### src/rtl/mdu_ctrl.sv
// Iterative multiply/divide controller: one shared datapath, one bit per cycle,
// owning the architectural HI/LO registers.
module mdu_ctrl #(
   parameter int WIDTH = 32
) (
   input  logic             clk,
   input  logic             reset,
   input  logic             start,
   input  logic [1:0]       op,
   input  logic [WIDTH-1:0] a,
   input  logic [WIDTH-1:0] b,
   input  logic             mthi,
   input  logic             mtlo,
   input  logic [WIDTH-1:0] wdata,
   output logic             busy,
   output logic             done,
   output logic [WIDTH-1:0] hi,
   output logic [WIDTH-1:0] lo
);

   typedef enum logic [1:0] {IDLE, RUN, FIX} state_t;

   state_t             state, nxt;
   logic [1:0]         op_r;
   logic               sa, sb;
   logic [WIDTH-1:0]   mb;
   logic [5:0]         cnt;
   // multiply: {partial product, remaining multiplier bits}
   // divide:   low half shifts dividend out and quotient in
   logic [2*WIDTH-1:0] acc;
   logic [WIDTH:0]     rem;

   logic               accept;
   logic               sgn_in, sa_in, sb_in;
   logic [WIDTH-1:0]   ma_in, mb_in;
   logic [WIDTH:0]     msum, shf, dif;
   logic               take;
   logic [2*WIDTH-1:0] prod;
   logic [WIDTH-1:0]   quo, rmd;

   always_ff @(posedge clk) begin
      if (!reset) state <= IDLE;
      else        state <= nxt;
   end

   always_comb begin
      nxt = state;
      case (state)
         IDLE:    if (start) nxt = RUN;
         RUN:     if (cnt == 6'd31) nxt = FIX;
         FIX:     nxt = start ? RUN : IDLE;
         default: nxt = IDLE;
      endcase
   end

   // FIX retires the old op and may launch the next one in the same edge
   assign accept = start && (state == IDLE || state == FIX);
   assign busy   = (state != IDLE);

   assign sgn_in = ~op[0];
   assign sa_in  = sgn_in & a[WIDTH-1];
   assign sb_in  = sgn_in & b[WIDTH-1];
   assign ma_in  = sa_in ? -a : a;
   assign mb_in  = sb_in ? -b : b;

   assign msum = {1'b0, acc[2*WIDTH-1:WIDTH]} + (acc[0] ? {1'b0, mb} : '0);
   assign shf  = {rem[WIDTH-1:0], acc[WIDTH-1]};
   assign dif  = shf - {1'b0, mb};
   assign take = (shf >= {1'b0, mb});

   assign prod = (sa ^ sb) ? -acc : acc;
   assign quo  = (sa ^ sb) ? -acc[WIDTH-1:0] : acc[WIDTH-1:0];
   assign rmd  = sa ? -rem[WIDTH-1:0] : rem[WIDTH-1:0];

   always_ff @(posedge clk) begin
      if (!reset) begin
         done <= 1'b0;
         hi   <= '0;
         lo   <= '0;
         op_r <= '0;
         sa   <= 1'b0;
         sb   <= 1'b0;
         mb   <= '0;
         cnt  <= '0;
         acc  <= '0;
         rem  <= '0;
      end else begin
         done <= 1'b0;
         if (state == FIX) begin
            done <= 1'b1;
            if (op_r[1]) begin
               hi <= rmd;
               lo <= quo;
            end else begin
               {hi, lo} <= prod;
            end
         end
         if (state == IDLE && !start) begin
            if (mthi) hi <= wdata;
            if (mtlo) lo <= wdata;
         end
         if (accept) begin
            op_r <= op;
            sa   <= sa_in;
            sb   <= sb_in;
            mb   <= mb_in;
            cnt  <= '0;
            acc  <= {{WIDTH{1'b0}}, ma_in};
            rem  <= '0;
         end else if (state == RUN) begin
            cnt <= cnt + 6'd1;
            if (op_r[1]) begin
               rem             <= take ? dif : shf;
               acc[WIDTH-1:0]  <= {acc[WIDTH-2:0], take};
            end else begin
               acc <= {msum, acc[WIDTH-1:1]};
            end
         end
      end
   end

endmodule

### config.mk
export PLATFORM = sky130hd
export DESIGN_NAME = mdu_ctrl
export DESIGN_NICKNAME = d
export VERILOG_FILES = /design/src/rtl/mdu_ctrl.sv
export SDC_FILE = /design/constraint.sdc
export NUM_CORES = 1
export LEC_CHECK = 0
export CORE_MARGIN = 2
export CORE_UTILIZATION = 53
export DETAILED_ROUTE_END_ITERATION = 12
export PLACE_DENSITY = 0.79
export SLEW_MARGIN = 5
export SYNTH_ARGS = -nofsm -noshare
export SYNTH_HDL_FRONTEND = slang
export SYNTH_SLANG_ARGS = --single-unit
### constraint.sdc
create_clock -name clk -period 3.16 [get_ports clk]
set_clock_uncertainty 0.1 [all_clocks]
set_input_delay 0.79 -clock clk [delete_from_list [all_inputs] [get_ports clk]]
set_output_delay 0.79 -clock clk [all_outputs]
set_load 0.03 [all_outputs]
# Word level (Yosys, flattened, before mapping)
# Cells that the tools add are included.
# op_classes
addsub,8
order_cmp,1
eq_ne,5
muxes,23
bitwise_logic,6
n_reduce_logical,11
# ops
cell,n
$mux 32,17
$neg 32->32,4
$mux 64,1
$neg 64->64,1
$add 32x32->33,1
$ge 33x32->1,1
$sub 32x32->32,1
$add 6x1->6 const B,1
$eq 6x5->1 const B,1
$pmux 2 s3,1
$reduce_and 2->1,3
$mux 2,2
$ne 2x2->1 const B,2
$reduce_bool 2->1,2
$not 1->1,3
$and 1x1->1,2
$eq 2x1->1 const B,1
$eq 2x2->1 const B,1
$logic_and 1x1->1,2
$logic_not 2->1,1
$mux 1,2
$reduce_or 2->1,1
$logic_not 1->1,1
$logic_or 1x1->1,1
$xor 1x1->1,1
# totals
regBits,205
inputBits,103
out_inout_bits,66
word_cells,66

# Logic depth before layout (Yosys ltp)
# Gate-level depths: netlist (run 1).
# depth
word_depth,6
depth_mapped,14
mapped_depth_nobuf,12

# Least setup slack after synthesis (run 1)
# No wires, ideal clock.
# synth_timing
kind,flip-flop to flip-flop
start,register acc[0]
end,register acc[63]
setup_ns,0.133
arrival_time_ns,3.069
required_ns,2.927
setup_slack_ns,-0.142
stages_incl_launch_ff,14
path_buffers,1
period_less_slack_ns,3.302
path_cell_list,dfxtp_1 -> clkinv_1 -> clkbuf_1 -> nor2_1 -> fa_1 -> a211oi_1 -> o21ai_0 -> a21oi_1 -> o21ai_0 -> a31o_2 -> a21oi_1 -> a21oi_1 -> a2111oi_0 -> nor3_1
# synth_between
elab_chain_cells,2
# synth_lines
item,line,source
"start, declared",30,logic [2*WIDTH-1:0] acc;
"start signal, assigned",108,"acc <= {{WIDTH{1'b0}}, ma_in};"
"start signal, assigned by index",114,"acc[WIDTH-1:0] <= {acc[WIDTH-2:0], take};"
"start signal, assigned",116,"acc <= {msum, acc[WIDTH-1:1]};"
$mux 32,66,"assign msum = {1'b0, acc[2*WIDTH-1:WIDTH]} + (acc[0] ? {1'b0, mb} : '0);"
$add 32x32->33,66,
# No other way between the ends.
# A chain may end at the register's enable or synchronous reset.

# Final worst setup path (run 1)
# layout_timing
start,register rem[6]
end,register hi[21]
# layout_between
elab_chain_cells,6
# layout_lines
item,line,source
"start, declared",31,logic [WIDTH:0] rem;
"start signal, assigned",113,rem <= take ? dif : shf;
$neg 32->32 *,73,assign rmd = sa ? -rem[WIDTH-1:0] : rem[WIDTH-1:0];
$mux 32 *,73,
$mux 32 *,91,if (op_r[1]) begin
$mux 32 *,89,if (state == FIX) begin
$mux 32,99,if (mthi) hi <= wdata;
$mux 32 *,98,if (state == IDLE && !start) begin
"end signal, assigned",92,hi <= rmd;
"end signal, assigned",95,"{hi, lo} <= prod;"
"end signal, assigned",99,
"end, declared",17,"output logic [WIDTH-1:0] hi,"
# Mark *: on every way between the ends. The rest lies on a longest branch, timed or not.

==> flow_metrics.env, run 1 <==
export IMPL_grt_util_met3=0.0488
export IMPL_crit_type="flip-flop to flip-flop"
export IMPL_slowest_delay_ns=0.57
export IMPL_vias_per_cell=6.20
export IMPL_antenna_cells=0
export IMPL_grt_pass1_wl_um=83600
export IMPL_cts_hold_buffers=0
export IMPL_drive_gt1_frac=0.141
export IMPL_synthFlopType="dfxtp_1"
export IMPL_p_seq_frac=0.358
export IMPL_grt_max_degree=92
export IMPL_hpwl_um=41900
export IMPL_start_kind="flip-flop"
export IMPL_ys_seq_area_frac=0.266
export IMPL_cts_buffers=24
export IMPL_final_cell_mix="nor2_1, buf_4, a21oi_1"
export IMPL_cts_num_sinks=204
export IMPL_drc_errors=0
export IMPL_placed_area_sq_mm=0.0186
export IMPL_max_slew_margin_rel=0.137
export IMPL_pin_count=169
export IMPL_r2r_end="hi[21]"
export IMPL_hold_depth=2
export IMPL_num_vias=16800
export IMPL_synthesis_nets=2212
export IMPL_die_area_sq_mm=0.0303
export IMPL_core_sq_mm=0.0286
export IMPL_p_sw_frac=0.320
export IMPL_critPathSlowestCell="or4_4"
export IMPL_grt_usage=0.339
export IMPL_grt_pass1_vias=15500
export IMPL_area_delta_synth_final_pct=28.0
export IMPL_power_switching_mw=2.52
export IMPL_syn_avg_cell_area_sq_um=7.53
export IMPL_routed_wl_um=53400
export IMPL_reg2reg_slack_ns=0.05
export IMPL_cts_htree_levels=1
export IMPL_worst_slew_pin_slew_ns=1.29
export IMPL_antenna_left=0
export IMPL_routedWlPerCell_um=19.7
export IMPL_cts_tree="yes"
export IMPL_insertion_delay_ns=0.53
export IMPL_clock_path_buffers=3
export IMPL_grt_remaining_overflow=0
export IMPL_grt_use_met1=0.477
export IMPL_gp_congestion=0.976
export IMPL_design_area_sq_mm=0.0196
export IMPL_whs_ns=0.366
export IMPL_ys_warn_count=0
export IMPL_synthArstFlopShare=0
export IMPL_synth_edf_count=0
export IMPL_peakVddDrop_mv=0.282
export IMPL_use_met2=0.540
export IMPL_clockRootBuffer="clkbuf_16"
export IMPL_hold_path_class="flip-flop to flip-flop"
export IMPL_crit_required_ns=3.41
export IMPL_rr_startpoint="rem[6]"
export IMPL_hold_end="mb[17]"
export IMPL_max_freq_mhz=321
export IMPL_power_internal_mw=5.35
export IMPL_cp_cell_sequence="or4_4 -> or4_1 -> or3_1 -> or2_2 -> o31ai_2 -> xor2_1 -> a221oi_1"
export IMPL_power_density_mw_per_mm2=401
export IMPL_layout_commonest_cell="nor2_1"
export IMPL_final_min_clock_period_ns=3.11
export IMPL_holdCritStartpoint="mb[17]"
export IMPL_die_x_um=174
export IMPL_die_y_um=174
export IMPL_num_rows=62
export IMPL_p_leak_nw=7.83
export IMPL_busiest_layer="met2"
export IMPL_drtPass1Iterations=6
export IMPL_finalHoldViolCount=0
export IMPL_start_util=0.536
export IMPL_syn_inst=2038
export IMPL_critPathArrivalTime_ns=3.36
export IMPL_rsz0062_at_grt="yes"
export IMPL_clk_pin_slew_ns=0.06
export IMPL_ys_seq_elements=204
export IMPL_yosysUniqueCellTypes=72
export IMPL_port_buffers=168
export IMPL_slew_viol_final=0
export IMPL_first_iter_violations=1714
export IMPL_finalSetupViolations=0
export IMPL_crit_path_end_kind="flip-flop"
export IMPL_synth_area_sq_mm=0.0153
export IMPL_reg2regPathDepth=7
export IMPL_finalCritPeriodShare=0.986
export IMPL_nNetsFinal=2486
export IMPL_cap_violations=0
export IMPL_p_comb_frac=0.274
export IMPL_antenna_found_initial=1
export IMPL_p_clk_frac=0.368
export IMPL_outcome="completed"
export IMPL_fillers=2390
export IMPL_cp_max_fo=4
==> critical path: cells and delay by family (launching register included) <==
kind            cells  cell delay [ns]
xor+xnor            1             0.34
compound gates      2             0.35
simple gates        4             1.83
flops               1             0.31
==> how the worst max path moves through the flow <==
stage / start / endpoint / cells after the start
after floorplan: acc[0] / acc[63] / 13
after global placement: a[4] / acc[25] / 10
after detailed placement: a[4] / acc[25] / 10
after CTS: rem[6] / hi[31] / 9
after global routing: acc[0] / acc[63] / 12
final: rem[6] / hi[21] / 7
==> power groups by stage <==
stage	logic [mW]	registers, mW	clock network [mW]
floorplan	1.19	2.93	0
global placement	2.05	2.86	0
detailed placement	2.08	2.87	0
CTS	2.10	2.81	2.90
global route	2.32	2.83	2.99
finish	2.16	2.82	2.89
==> final cells by class <==
cell class	instances	area, sq um	share of cell area
Clock inverter	10	131	0.00669
Clock buffer	33	676	0.0344
Timing Repair Buffer	384	3350	0.171
Sequential cell	204	4090	0.208
Multi-Input combinational cell	1644	10700	0.545
Inverter	54	205	0.0105
Tap cell	384	480	0.0245
==> per-layer routing <==
| layer | wire [um] | share of wire |
|---|---|---|
| met1 | 23300 | 0.44 |
| met2 | 23800 | 0.44 |
| met3 | 4740 | 0.089 |
| met4 | 1580 | 0.030 |
| met5 | 0 | 0 |
==> per-stage QoR <==
step                instances  total power, mW  utilization  setup WS (ns)  TNS (ns)
global placement         2663             4.91        0.651         -0.398     -2.30
detailed placement       2663             4.95        0.651         -0.450     -4.06
global route             2713             8.14        0.686        -0.0260   -0.0506
floorplan                2038             4.12            -         0.0115         0
CTS                      2710             7.81        0.681         0.0192         0
finish                   2713             7.87        0.686         0.0457         0
==> synthesized netlist by cell type, drive strengths merged, types with 52 or more instances <==
master  count  area (sq um)
ha         69           863
dfxtp     204          4080
mux2i      56           561
a21oi     214          1070
xnor2      87           762
nand2     170           646
nand3      52           260
xor2      107           937
clkbuf    114           430
o21ai     159           796
inv        53           199
nor2      214           803
a211oi     72           541
==> what timing repair did <==
action                                 in CTS  in global routing
resized for setup                           8                 35
setup endpoints to repair                   4                 51
pin swaps                                   1                  9
endpoints found under the hold margin       0                  0
cloned                                      0                  0
buffers inserted                            4                  3
==> cells by family (layout without fill, tap and decap cells) <==
family / Yosys count / in the layout / share of synthesized area
AO/OA/AOI/OAI: 679 / 679 / 0.279
XOR/XNOR: 194 / 194 / 0.111
adder cells (fa/ha/maj): 71 / 71 / 0.0589
buffers and inverters: 190 / 481 / 0.0474
flip-flops: 204 / 204 / 0.266
multiplexers: 63 / 63 / 0.0417
AND/OR/NAND/NOR: 637 / 637 / 0.196
==> flip-flops by register name, summed over array words and instances (netlist names) <==
register,flops
lo,32
acc,64
mb,32
cnt,6
sa,1
op_r,1
sb,1
rem,32
state,2
hi,32
done,1
Power figures use the tool's default switching activity.
==> inputs of run 2 (changes only) <==
--- a/config.mk
+++ b/config.mk
@@ -5,6 +5,7 @@
 export SDC_FILE = /design/constraint.sdc
 export NUM_CORES = 1
 export LEC_CHECK = 0
+export CAP_MARGIN = 20
 export CORE_MARGIN = 2
 export CORE_UTILIZATION = 53
 export DETAILED_ROUTE_END_ITERATION = 12
==> constraint.sdc (replaced) <==
create_clock -name clk -period 3.16 [get_ports clk]
set_clock_uncertainty 0.1 [all_clocks]
set_input_delay 0.632 -clock clk [delete_from_list [all_inputs] [get_ports clk]]
set_output_delay 0.632 -clock clk [all_outputs]
set_load 0.03 [all_outputs]
==> run 2 against run 1 <==
Design area down 0.73%. Total power rose by 3.2%. Non-clock buffer count shrank 31. Largest power group unchanged.
==> flow_metrics.env, run 2 (synthesized netlist as in run 1, its figures left out) <==
export IMPL_clk_pin_slew_ns=0.06
export IMPL_num_rows=62
export IMPL_die_y_um=174
export IMPL_pin_count=169
export IMPL_cts_buffers=24
export IMPL_cts_htree_levels=1
export IMPL_top_register="acc"
export IMPL_crit_family="compound AO/OA/AOI/OAI gates"
export IMPL_path_common_cell="a21oi_2"
export IMPL_start_kind="flip-flop"
export IMPL_power_switching_mw=2.58
export IMPL_cts_tree="yes"
export IMPL_first_iter_violations=2053
export IMPL_drive_gt1_frac=0.131
export IMPL_crit_type="flip-flop to flip-flop"
export IMPL_core_sq_mm=0.0286
export IMPL_p_clk_frac=0.390
export IMPL_antenna_left=0
export IMPL_grt_pass1_wl_um=82800
export IMPL_fillers=2344
export IMPL_clock_path_buffers=3
export IMPL_slowest_delay_ns=0.42
export IMPL_critPathSlowestCell="fa_2"
export IMPL_start_util=0.536
export IMPL_power_internal_mw=5.53
export IMPL_grt_pass1_vias=15100
export IMPL_antenna_found_initial=0
export IMPL_dp_cells=2635
export IMPL_final_cells=2682
export IMPL_port_buffers=168
export IMPL_num_vias=16700
export IMPL_slew_viol_final=0
export IMPL_hold_path_class="flip-flop to flip-flop"
export IMPL_multi_input_area_sq_mm=0.0107
export IMPL_crit_required_ns=3.51
export IMPL_outcome="completed"
export IMPL_grt_max_degree=92
export IMPL_power_density_mw_per_mm2=417
export IMPL_crit_path_end_kind="flip-flop"
export IMPL_cp_max_fo=3
export IMPL_whs_ns=0.357
export IMPL_routed_wl_um=53600
export IMPL_final_cell_mix="nor2_1, a21oi_1, dfxtp_1"
export IMPL_area_delta_synth_final_pct=27.1
export IMPL_cts_num_sinks=204
export IMPL_p_sw_frac=0.318
export IMPL_cp_num_buf_inv=1
export IMPL_max_freq_mhz=317
export IMPL_largest_reg_flops=64
export IMPL_drtPass1Iterations=6
export IMPL_vias_per_cell=6.23
export IMPL_finalCritPeriodShare=0.998
export IMPL_hpwl_um=41300
export IMPL_cap_violations=0
export IMPL_die_area_sq_mm=0.0303
export IMPL_p_leak_nw=7.71
export IMPL_gp_congestion=0.956
export IMPL_insertion_delay_ns=0.55
export IMPL_grt_remaining_overflow=0
export IMPL_finalSetupViolations=0
export IMPL_cp_cell_sequence="and2_1 -> ha_2 -> fa_2 -> a211oi_2 -> o21ai_2 -> a21oi_2 -> o21ai_2 -> a31o_2 -> a21oi_2 -> a21oi_2 -> buf_4 -> xnor2_1 -> a211oi_1"
export IMPL_grt_usage=0.337
export IMPL_p_comb_frac=0.262
export IMPL_routedWlPerCell_um=20.0
export IMPL_worst_slew_pin_slew_ns=0.820
export IMPL_nNetsFinal=2455
export IMPL_max_slew_margin_rel=0.453
export IMPL_drc_errors=0
export IMPL_die_x_um=174
export IMPL_peakVddDrop_mv=0.305
export IMPL_p_seq_frac=0.348
export IMPL_final_min_clock_period_ns=3.15
export IMPL_regArea_sq_mm=0.00409
export IMPL_critPathArrivalTime_ns=3.50
export IMPL_finalHoldViolCount=0
export IMPL_layout_commonest_cell="nor2_1"
export IMPL_clockRootBuffer="clkbuf_16"
==> run 2: cell count changes in the layout (fill, tap and decap cells not counted), moves of 3 or more <==
cell / before / now
clkbuf_1: 6 / 3
buf_4: 211 / 180
ha_2: 0 / 3
inv_6: 0 / 3
bufinv_16: 3 / 6
ha_1: 69 / 66
clkinv_2: 5 / 1
==> run 2: timing repair <==
item                                    in CTS  in global routing
buffers inserted                             0                  3
endpoints found under the setup margin       6                 35
gates cloned                                 0                  0
gates resized for setup                      5                 38
hold buffers                                 0                  0
pin swaps                                    0                  9
==> run 2: layout make-up <==
cell class | instances | area share
multi-input combinational | 1644 | 0.549
sequential | 204 | 0.210
timing repair buffer | 353 | 0.161
clock buffer | 29 | 0.0328
tap | 384 | 0.0247
clock inverter | 13 | 0.0125
inverter | 54 | 0.0104
antenna | 1 | 0.000128
==> run 2: metal layers <==
layer,up-vias,wire length (um),GRT usage,share of wire
li1,7930,-,-,-
met1,7814,23000,0.470,0.43
met2,865,24200,0.536,0.45
met3,107,4910,0.0547,0.092
met4,0,1520,0.0963,0.028
met5,-,0,0,0
==> run 2: path summary, 6_finish.rpt <==
path              startpoint  endpoint  slack [ns]  cells after the start
hold reg to reg       mb[17]    mb[17]        0.36                      2
hold / removal        mb[17]    mb[17]        0.36                      2
setup / recovery      acc[0]   acc[61]       0.005                     13
setup reg to reg      acc[0]   acc[61]       0.005                     13
==> run 2: through the flow <==
stage	instance area, sq um	total power [mW]	setup TNS (ns)	setup slack [ns]	utilization
after floorplan	15300	4.12	0	0.0115	-
after global placement	18400	4.89	-0.977	-0.258	0.644
after detailed placement	18400	4.93	-1.80	-0.324	0.644
after CTS	19300	8.07	-0.00537	-0.00537	0.675
after global routing	19500	8.40	-0.169	-0.103	0.681
final	19500	8.12	0	0.00539	0.681
==> run 2: worst reg2reg max path: cells and delay by family (launching register included) <==
family,cells,cell delay [ns]
AOI/OAI and AO/OA,8,1.60
xor gates and xnor gates,1,0.12
adders and majority gates,2,0.62
buffers and inverters,1,0.15
DFF,1,0.33
and+or+nand+nor,1,0.15
==> run 2: power groups by stage <==
stage                     Sequential [mW]  Clock (mW)  Combinational [mW]
final                                2.83        3.16                2.13
after global routing                 2.84        3.28                2.28
after CTS                            2.82        3.18                2.07
after detailed placement             2.88           0                2.05
after global placement               2.87           0                2.02
after floorplan                      2.93           0                1.19
